$ cat src/rtl/instr_encoder.sv
// Purpose : packs decoded RV32I field bundles into instruction words and writes them to imem, then an all-zero terminator.
// Latency : a legal bundle is written one cycle after transfer; at most one instruction every 2 cycles.
// Backpressure: in_ready drops during WRITE/TERM/DONE, while finish is asserted, and once only the terminator slot is left.
//
// Ports:
//   clk, rst_n                     clock, asynchronous active-low reset
//   in_valid / in_ready            field-bundle handshake
//   cls, rd, rs1, rs2, func3, alt, imm   decoded instruction fields
//   finish                         write the terminator and stop
//   start                          leave DONE and restart at BASE_ADDR
//   mem_we, mem_addr, mem_wdata    instruction-memory write port
//   err, err_code                  reject pulse and sticky reason (1 func3/alt, 2 imm range, 3 full)
//   count, done                    instructions written, terminator written
module instr_encoder #(
    parameter int ADDR_W    = 10,
    parameter int BASE_ADDR = 0,
    parameter int DEPTH     = 1024
) (
    input  logic              clk,
    input  logic              rst_n,
    input  logic              in_valid,
    output logic              in_ready,
    input  logic [2:0]        cls,
    input  logic [4:0]        rd,
    input  logic [4:0]        rs1,
    input  logic [4:0]        rs2,
    input  logic [2:0]        func3,
    input  logic              alt,
    input  logic [31:0]       imm,
    input  logic              finish,
    input  logic              start,
    output logic              mem_we,
    output logic [ADDR_W-1:0] mem_addr,
    output logic [31:0]       mem_wdata,
    output logic              err,
    output logic [1:0]        err_code,
    output logic [ADDR_W:0]   count,
    output logic              done
);

    localparam logic [1:0] S_IDLE  = 2'd0;
    localparam logic [1:0] S_WRITE = 2'd1;
    localparam logic [1:0] S_TERM  = 2'd2;
    localparam logic [1:0] S_DONE  = 2'd3;

    localparam logic [2:0] C_LW   = 3'd0;
    localparam logic [2:0] C_SW   = 3'd1;
    localparam logic [2:0] C_R    = 3'd2;
    localparam logic [2:0] C_B    = 3'd3;
    localparam logic [2:0] C_I    = 3'd4;
    localparam logic [2:0] C_JALR = 3'd5;
    localparam logic [2:0] C_JAL  = 3'd6;
    localparam logic [2:0] C_LUI  = 3'd7;

    localparam logic [ADDR_W-1:0] BASE     = ADDR_W'(BASE_ADDR);
    // Highest instruction count; the slot after it belongs to the terminator.
    localparam logic [ADDR_W:0]   CNT_LAST = (ADDR_W+1)'(DEPTH - 1);

    logic [1:0]        state;
    logic [ADDR_W-1:0] addr_q;
    logic [ADDR_W:0]   count_q;
    logic [31:0]       word_q;
    logic              err_q;
    logic [1:0]        err_code_q;

    logic [31:0] enc_word;
    logic        f3_bad;
    logic        imm_bad;

    // Signed-range checks: upper bits must all equal the sign bit.
    logic fits12, fits13, fits21;
    assign fits12 = (&imm[31:11]) | ~(|imm[31:11]);
    assign fits13 = (&imm[31:12]) | ~(|imm[31:12]);
    assign fits21 = (&imm[31:20]) | ~(|imm[31:20]);

    always_comb begin
        enc_word = 32'h0;
        f3_bad   = 1'b0;
        imm_bad  = 1'b0;
        case (cls)
            C_LW: begin
                imm_bad  = ~fits12;
                enc_word = {imm[11:0], rs1, 3'b010, rd, 7'b0000011};
            end
            C_SW: begin
                imm_bad  = ~fits12;
                enc_word = {imm[11:5], rs2, rs1, 3'b010, imm[4:0], 7'b0100011};
            end
            C_R: begin
                f3_bad   = ~(func3 == 3'b000 || func3 == 3'b010 || func3 == 3'b100 ||
                             func3 == 3'b110 || func3 == 3'b111);
                enc_word = {1'b0, alt, 5'b00000, rs2, rs1, func3, rd, 7'b0110011};
            end
            C_B: begin
                f3_bad   = ~(func3 == 3'b000 || func3 == 3'b001 ||
                             func3 == 3'b100 || func3 == 3'b101);
                imm_bad  = ~fits13 | imm[0];
                enc_word = {imm[12], imm[10:5], rs2, rs1, func3, imm[4:1], imm[11], 7'b1100011};
            end
            C_I: begin
                f3_bad   = ~(func3 == 3'b000 || func3 == 3'b010 || func3 == 3'b100 ||
                             func3 == 3'b110 || func3 == 3'b111);
                imm_bad  = ~fits12;
                enc_word = {imm[11:0], rs1, func3, rd, 7'b0010011};
            end
            C_JALR: begin
                imm_bad  = ~fits12;
                enc_word = {imm[11:0], rs1, 3'b000, rd, 7'b1100111};
            end
            C_JAL: begin
                imm_bad  = ~fits21 | imm[0];
                enc_word = {imm[20], imm[10:1], imm[11], imm[19:12], rd, 7'b1101111};
            end
            C_LUI: begin
                imm_bad  = |imm[11:0];
                enc_word = {imm[31:12], rd, 7'b0110111};
            end
            default: begin
                enc_word = 32'h0;
            end
        endcase
        // sub is the only func7 variant encoded; anywhere else alt is a field error.
        if (alt && !(cls == C_R && func3 == 3'b000)) begin
            f3_bad = 1'b1;
        end
    end

    always_ff @(posedge clk or negedge rst_n) begin
        if (!rst_n) begin
            state      <= S_IDLE;
            addr_q     <= BASE;
            count_q    <= '0;
            word_q     <= 32'h0;
            err_q      <= 1'b0;
            err_code_q <= 2'd0;
        end else begin
            err_q <= 1'b0;
            case (state)
                S_IDLE: begin
                    if (finish) begin
                        // finish outranks a simultaneous bundle
                        word_q <= 32'h0;
                        state  <= S_TERM;
                    end else if (in_valid) begin
                        if (count_q == CNT_LAST) begin
                            err_q      <= 1'b1;
                            err_code_q <= 2'd3;
                        end else if (f3_bad) begin
                            err_q      <= 1'b1;
                            err_code_q <= 2'd1;
                        end else if (imm_bad) begin
                            err_q      <= 1'b1;
                            err_code_q <= 2'd2;
                        end else begin
                            word_q <= enc_word;
                            state  <= S_WRITE;
                        end
                    end
                end
                S_WRITE: begin
                    addr_q  <= addr_q + 1'b1;
                    count_q <= count_q + 1'b1;
                    state   <= S_IDLE;
                end
                S_TERM: begin
                    state <= S_DONE;
                end
                S_DONE: begin
                    if (start) begin
                        addr_q  <= BASE;
                        count_q <= '0;
                        state   <= S_IDLE;
                    end
                end
                default: begin
                    state <= S_IDLE;
                end
            endcase
        end
    end

    // Write strobe decoded from state so an asynchronous reset kills it immediately.
    assign mem_we    = (state == S_WRITE) || (state == S_TERM);
    assign mem_addr  = addr_q;
    assign mem_wdata = word_q;
    assign in_ready  = (state == S_IDLE) && (count_q < CNT_LAST) && !finish;
    assign err       = err_q;
    assign err_code  = err_code_q;
    assign count     = count_q;
    assign done      = (state == S_DONE);

endmodule

$ cat config.mk
export PLATFORM = sky130hd
export DESIGN_NAME = instr_encoder
export DESIGN_NICKNAME = d
export VERILOG_FILES = /design/src/rtl/instr_encoder.sv
export SDC_FILE = /design/constraint.sdc
export NUM_CORES = 1
export LEC_CHECK = 0
export BUFFER_PORTS_ARGS = -buffer_cell sky130_fd_sc_hd__buf_2
export CORE_MARGIN = 2
export CORE_UTILIZATION = 45
export DETAILED_ROUTE_END_ITERATION = 6
export GPL_ROUTABILITY_DRIVEN = 1
export GPL_TIMING_DRIVEN = 0
export PLACE_DENSITY = 0.73
export SETUP_SLACK_MARGIN = 0.05
export SYNTH_ARGS = -nofsm -noshare
export SYNTH_HDL_FRONTEND = slang
export SYNTH_SLANG_ARGS = --single-unit
$ cat constraint.sdc
create_clock -name clk -period 6.6 [get_ports clk]
set_clock_uncertainty 0.2 [all_clocks]
set_input_delay 0.99 -clock clk [delete_from_list [all_inputs] [get_ports clk]]
set_output_delay 0.99 -clock clk [all_outputs]
set_load 0.1 [all_outputs]
==> metrics.log <==
[metrics] Inserted Clock Buffers: 9
[metrics] clock input transition at the sequential cells of the worst setup and hold paths: 60 ps
[metrics] shortest period the worst path allows: 3280 ps
[metrics] net count after synthesis: 404
[metrics] post-synthesis instance total: 339
[metrics] width of the chip: 89.7 microns
[metrics] Hold Fails Final Rpt: 0
[metrics] number of antenna violations at the first check in global routing: 0
[metrics] routed via count divided by cell count: 5.57
[metrics] run status: finished clean
[metrics] actual transition at the worst max-transition pin: 826 ps
[metrics] number of slew-limit violations in the final report: 0
[metrics] total die area: 8040 sq um
[metrics] peak fanout along the critical path: 4
[metrics] async set-reset flop share out of synthesis: 100%
[metrics] worst setup slack after placement: 3320 ps
[metrics] final count of negative-setup-slack endpoints: 0
[metrics] category of the worst setup path capture point: output pin
[metrics] top_reg_cell synth: dfrtp_1
[metrics] diode count: 0
[metrics] warnings from Yosys: 0
[metrics] share of post-route cells with drive strength above 1: 31.2%
[metrics] hold path cells: 1
[metrics] leading cell type in the layout, fill and taps excluded: buf_2
[metrics] RSZ-0062 raised after global routing: false
[metrics] max-cap violations: 0
[metrics] post-route worst setup slack: 3320 ps
[metrics] number of hold-repair buffers added at the cts stage: 0
[metrics] data arrival time at the worst-slack endpoint: 2090 ps
[metrics] aggregate global routing overflow: 0
[metrics] number of storage elements in the synthesis netlist: 57
[metrics] setup slack on the worst flop-to-flop path: 4030 ps
[metrics] drt first pass iters: 4
[metrics] DIE HEIGHT: 89.7 microns
[metrics] Yosys cell types: 54
[metrics] maximum clock path buffer count: 2
[metrics] remaining max-slew budget at the tightest pin: 44.5%
[metrics] synthesized area: 3300 sq um
[metrics] final HPWL from detailed placement: 7040 microns
[metrics] vias: 3174
[metrics] final wirelength: 9190 microns
[metrics] starting utilization of the core area: 46.0%
[metrics] dpl cells: 554
[metrics] drt initial violations: 154
[metrics] core area: 7180 sq um
[metrics] crit path max-delay cell type: buf_2
[metrics] startpoint-to-endpoint class of the critical path: register to output pin
[metrics] post_cts resized: 0
[metrics] post-route setup TNS: 0 ps
[metrics] final worst-path cycle share: 49.7%
[metrics] number of rows created at floorplan: 31
[metrics] Worst-Skew Late Latency: 320 ps
[metrics] routed wire length per instance: 16.1 microns
[metrics] post-CTS setup repair buffer count: 0
[metrics] critical path cell sequence: inv_1, ha_1, nor2b_1, nor3b_1, buf_2
[metrics] power per cell area: 413 nW/um^2
[metrics] # nets final: 531
[metrics] post-synthesis sequential area ratio: 43.2%
[metrics] Remaining DRCs: 0
[metrics] Port-buffer cells: 116
[metrics] global-route usage over all layers: 23.3%
[metrics] Peak Freq: 305 MHz
[metrics] global-route wire length before repair: 14400 microns
[metrics] EDFF count, synth: 0
[metrics] root buffer selected by CTS: clkbuf_8
[metrics] H-Tree Level Count: 3
[metrics] Layout Area Growth over Synthesis: 27.1%
[metrics] Peak supply drop: 270 uV
[metrics] mean cell area of the mapped netlist: 9.74 sq um
[metrics] I/O pin count: 118
[metrics] most used cells in the layout excluding fill and tap cells: buf_2 (118), dfrtp_1 (57), nand2_1 (31)
[metrics] Detail Route Antenna Nets: 0
[metrics] leak pwr: 2.02 nW
[metrics] required time at the worst-slack endpoint: 5410 ps
[metrics] number of cell instances on the worst register-to-register path: 8
[metrics] routability congestion estimate from global placement: 0.860
[metrics] filler-free cell count of the finished design: 570
[metrics] # fillers: 686
[metrics] critical path's largest stage delay: 450 ps
[metrics] vias in the first global route: 3005
[metrics] clock tree from TritonCTS: done
[metrics] clk sinks: 57
[metrics] Tightest Hold Check Type: register to register
[metrics] maximum number of pins on one net before global-route repair: 58
[metrics] element type at the critical path start: register
## critical path, delay by kind of cell (launching register included)
kind	cells	cell delay, ps
AND/OR/NAND/NOR	2	510
adder cells (fa/ha/maj)	1	270
buffers and inverters	2	570
flip-flops	1	420
## routing by layer
metal	GRT usage [%]	vias to the layer above	wire length [microns]
li1	-	1539	-
met1	32.8	1536	4150
met2	35.6	97	4480
met3	4.48	2	514
met4	8.68	0	34
met5	0	-	0
## worst paths after layout
| kind | startpoint | endpoint |
|---|---|---|
| max | state[0]$_DFFE_PN0P_ | in_ready |
| min in group asynchronous | rst_n | mem_addr[3]$_DFFE_PN0P_ |
| max reg2reg | count[0]$_DFFE_PN0P_ | mem_wdata[9]$_DFFE_PN0P_ |
| max in group asynchronous | rst_n | mem_wdata[4]$_DFFE_PN0P_ |
| min | mem_wdata[10]$_DFFE_PN0P_ | mem_wdata[10]$_DFFE_PN0P_ |
| min reg2reg | mem_wdata[10]$_DFFE_PN0P_ | mem_wdata[10]$_DFFE_PN0P_ |
## layout make-up
| class | instances | area (sq um) | area share, % |
|---|---|---|---|
| Multi-Input combinational cell | 255 | 1740 | 41.4 |
| Sequential cell | 57 | 1430 | 34.0 |
| Timing Repair Buffer | 116 | 583 | 13.9 |
| Clock buffer | 13 | 149 | 3.55 |
| Tap cell | 99 | 124 | 2.95 |
| Buffer | 18 | 105 | 2.50 |
| Clock inverter | 3 | 40.0 | 0.954 |
| Inverter | 9 | 33.8 | 0.805 |
## power breakdown
part | internal, W | switching (W) | total (W)
registers | 0.000414 | 0.0000667 | 0.000481
clock network | 0.000184 | 0.000134 | 0.000318
logic | 0.000194 | 0.000743 | 0.000937
## kinds of logic after synthesis
family / Yosys count / synth area share (%)
buffers and inverters: 27 / 4.20
AOI/OAI and AO/OA: 104 / 23.8
adders and majority gates: 6 / 2.27
xor gates and xnor gates: 16 / 4.24
muxes: 16 / 4.89
DFF: 57 / 43.2
and+or+nand+nor: 113 / 17.5
## per-stage QoR
step	util [%]	cell area [sq um]	hold WS, ps	power [W]
6_report	58.5	4200	283	0.00174
5_1_grt	58.5	4200	307	0.00182
4_1_cts	58.5	4200	289	0.00174
3_5_place_dp	55.9	4010	270	0.00142
3_3_place_gp	55.9	4010	269	0.00140
2_1_floorplan	-	3300	387	0.00124
## synthesized netlist by cell type, drive strengths merged (3+ instances only)
cell      n  area share, %
a22oi     8            1.8
nor3      6            1.3
and2      4           0.76
a22o      7            1.9
nand3    12            1.8
xnor2     4            1.1
dfrtp    57             43
o21ai    16            2.8
clkbuf    9            1.0
nand2b    3           0.57
o2bb2ai  26            6.9
or3       3           0.72
xor2     12            3.2
ha        6            2.3
nor4      9            1.7
o211ai    3           0.68
buf       9            2.2
inv       8           0.91
and3      3           0.57
nor2b     3           0.57
nand4     9            1.7
nor2     26            3.0
a31oi     3           0.57
a21oi    12            1.9
mux2i    15            4.5
nand2    32            3.7
o22a      4            1.1
o22ai     9            1.7
## flip-flops by register name, indices dropped and copies added (netlist names)
| register | cells |
|---|---|
| err | 1 |
| state | 2 |
| mem_addr | 10 |
| count | 11 |
| mem_wdata | 31 |
| err_code | 2 |
No activity file was read; power rests on OpenSTA's default activity.
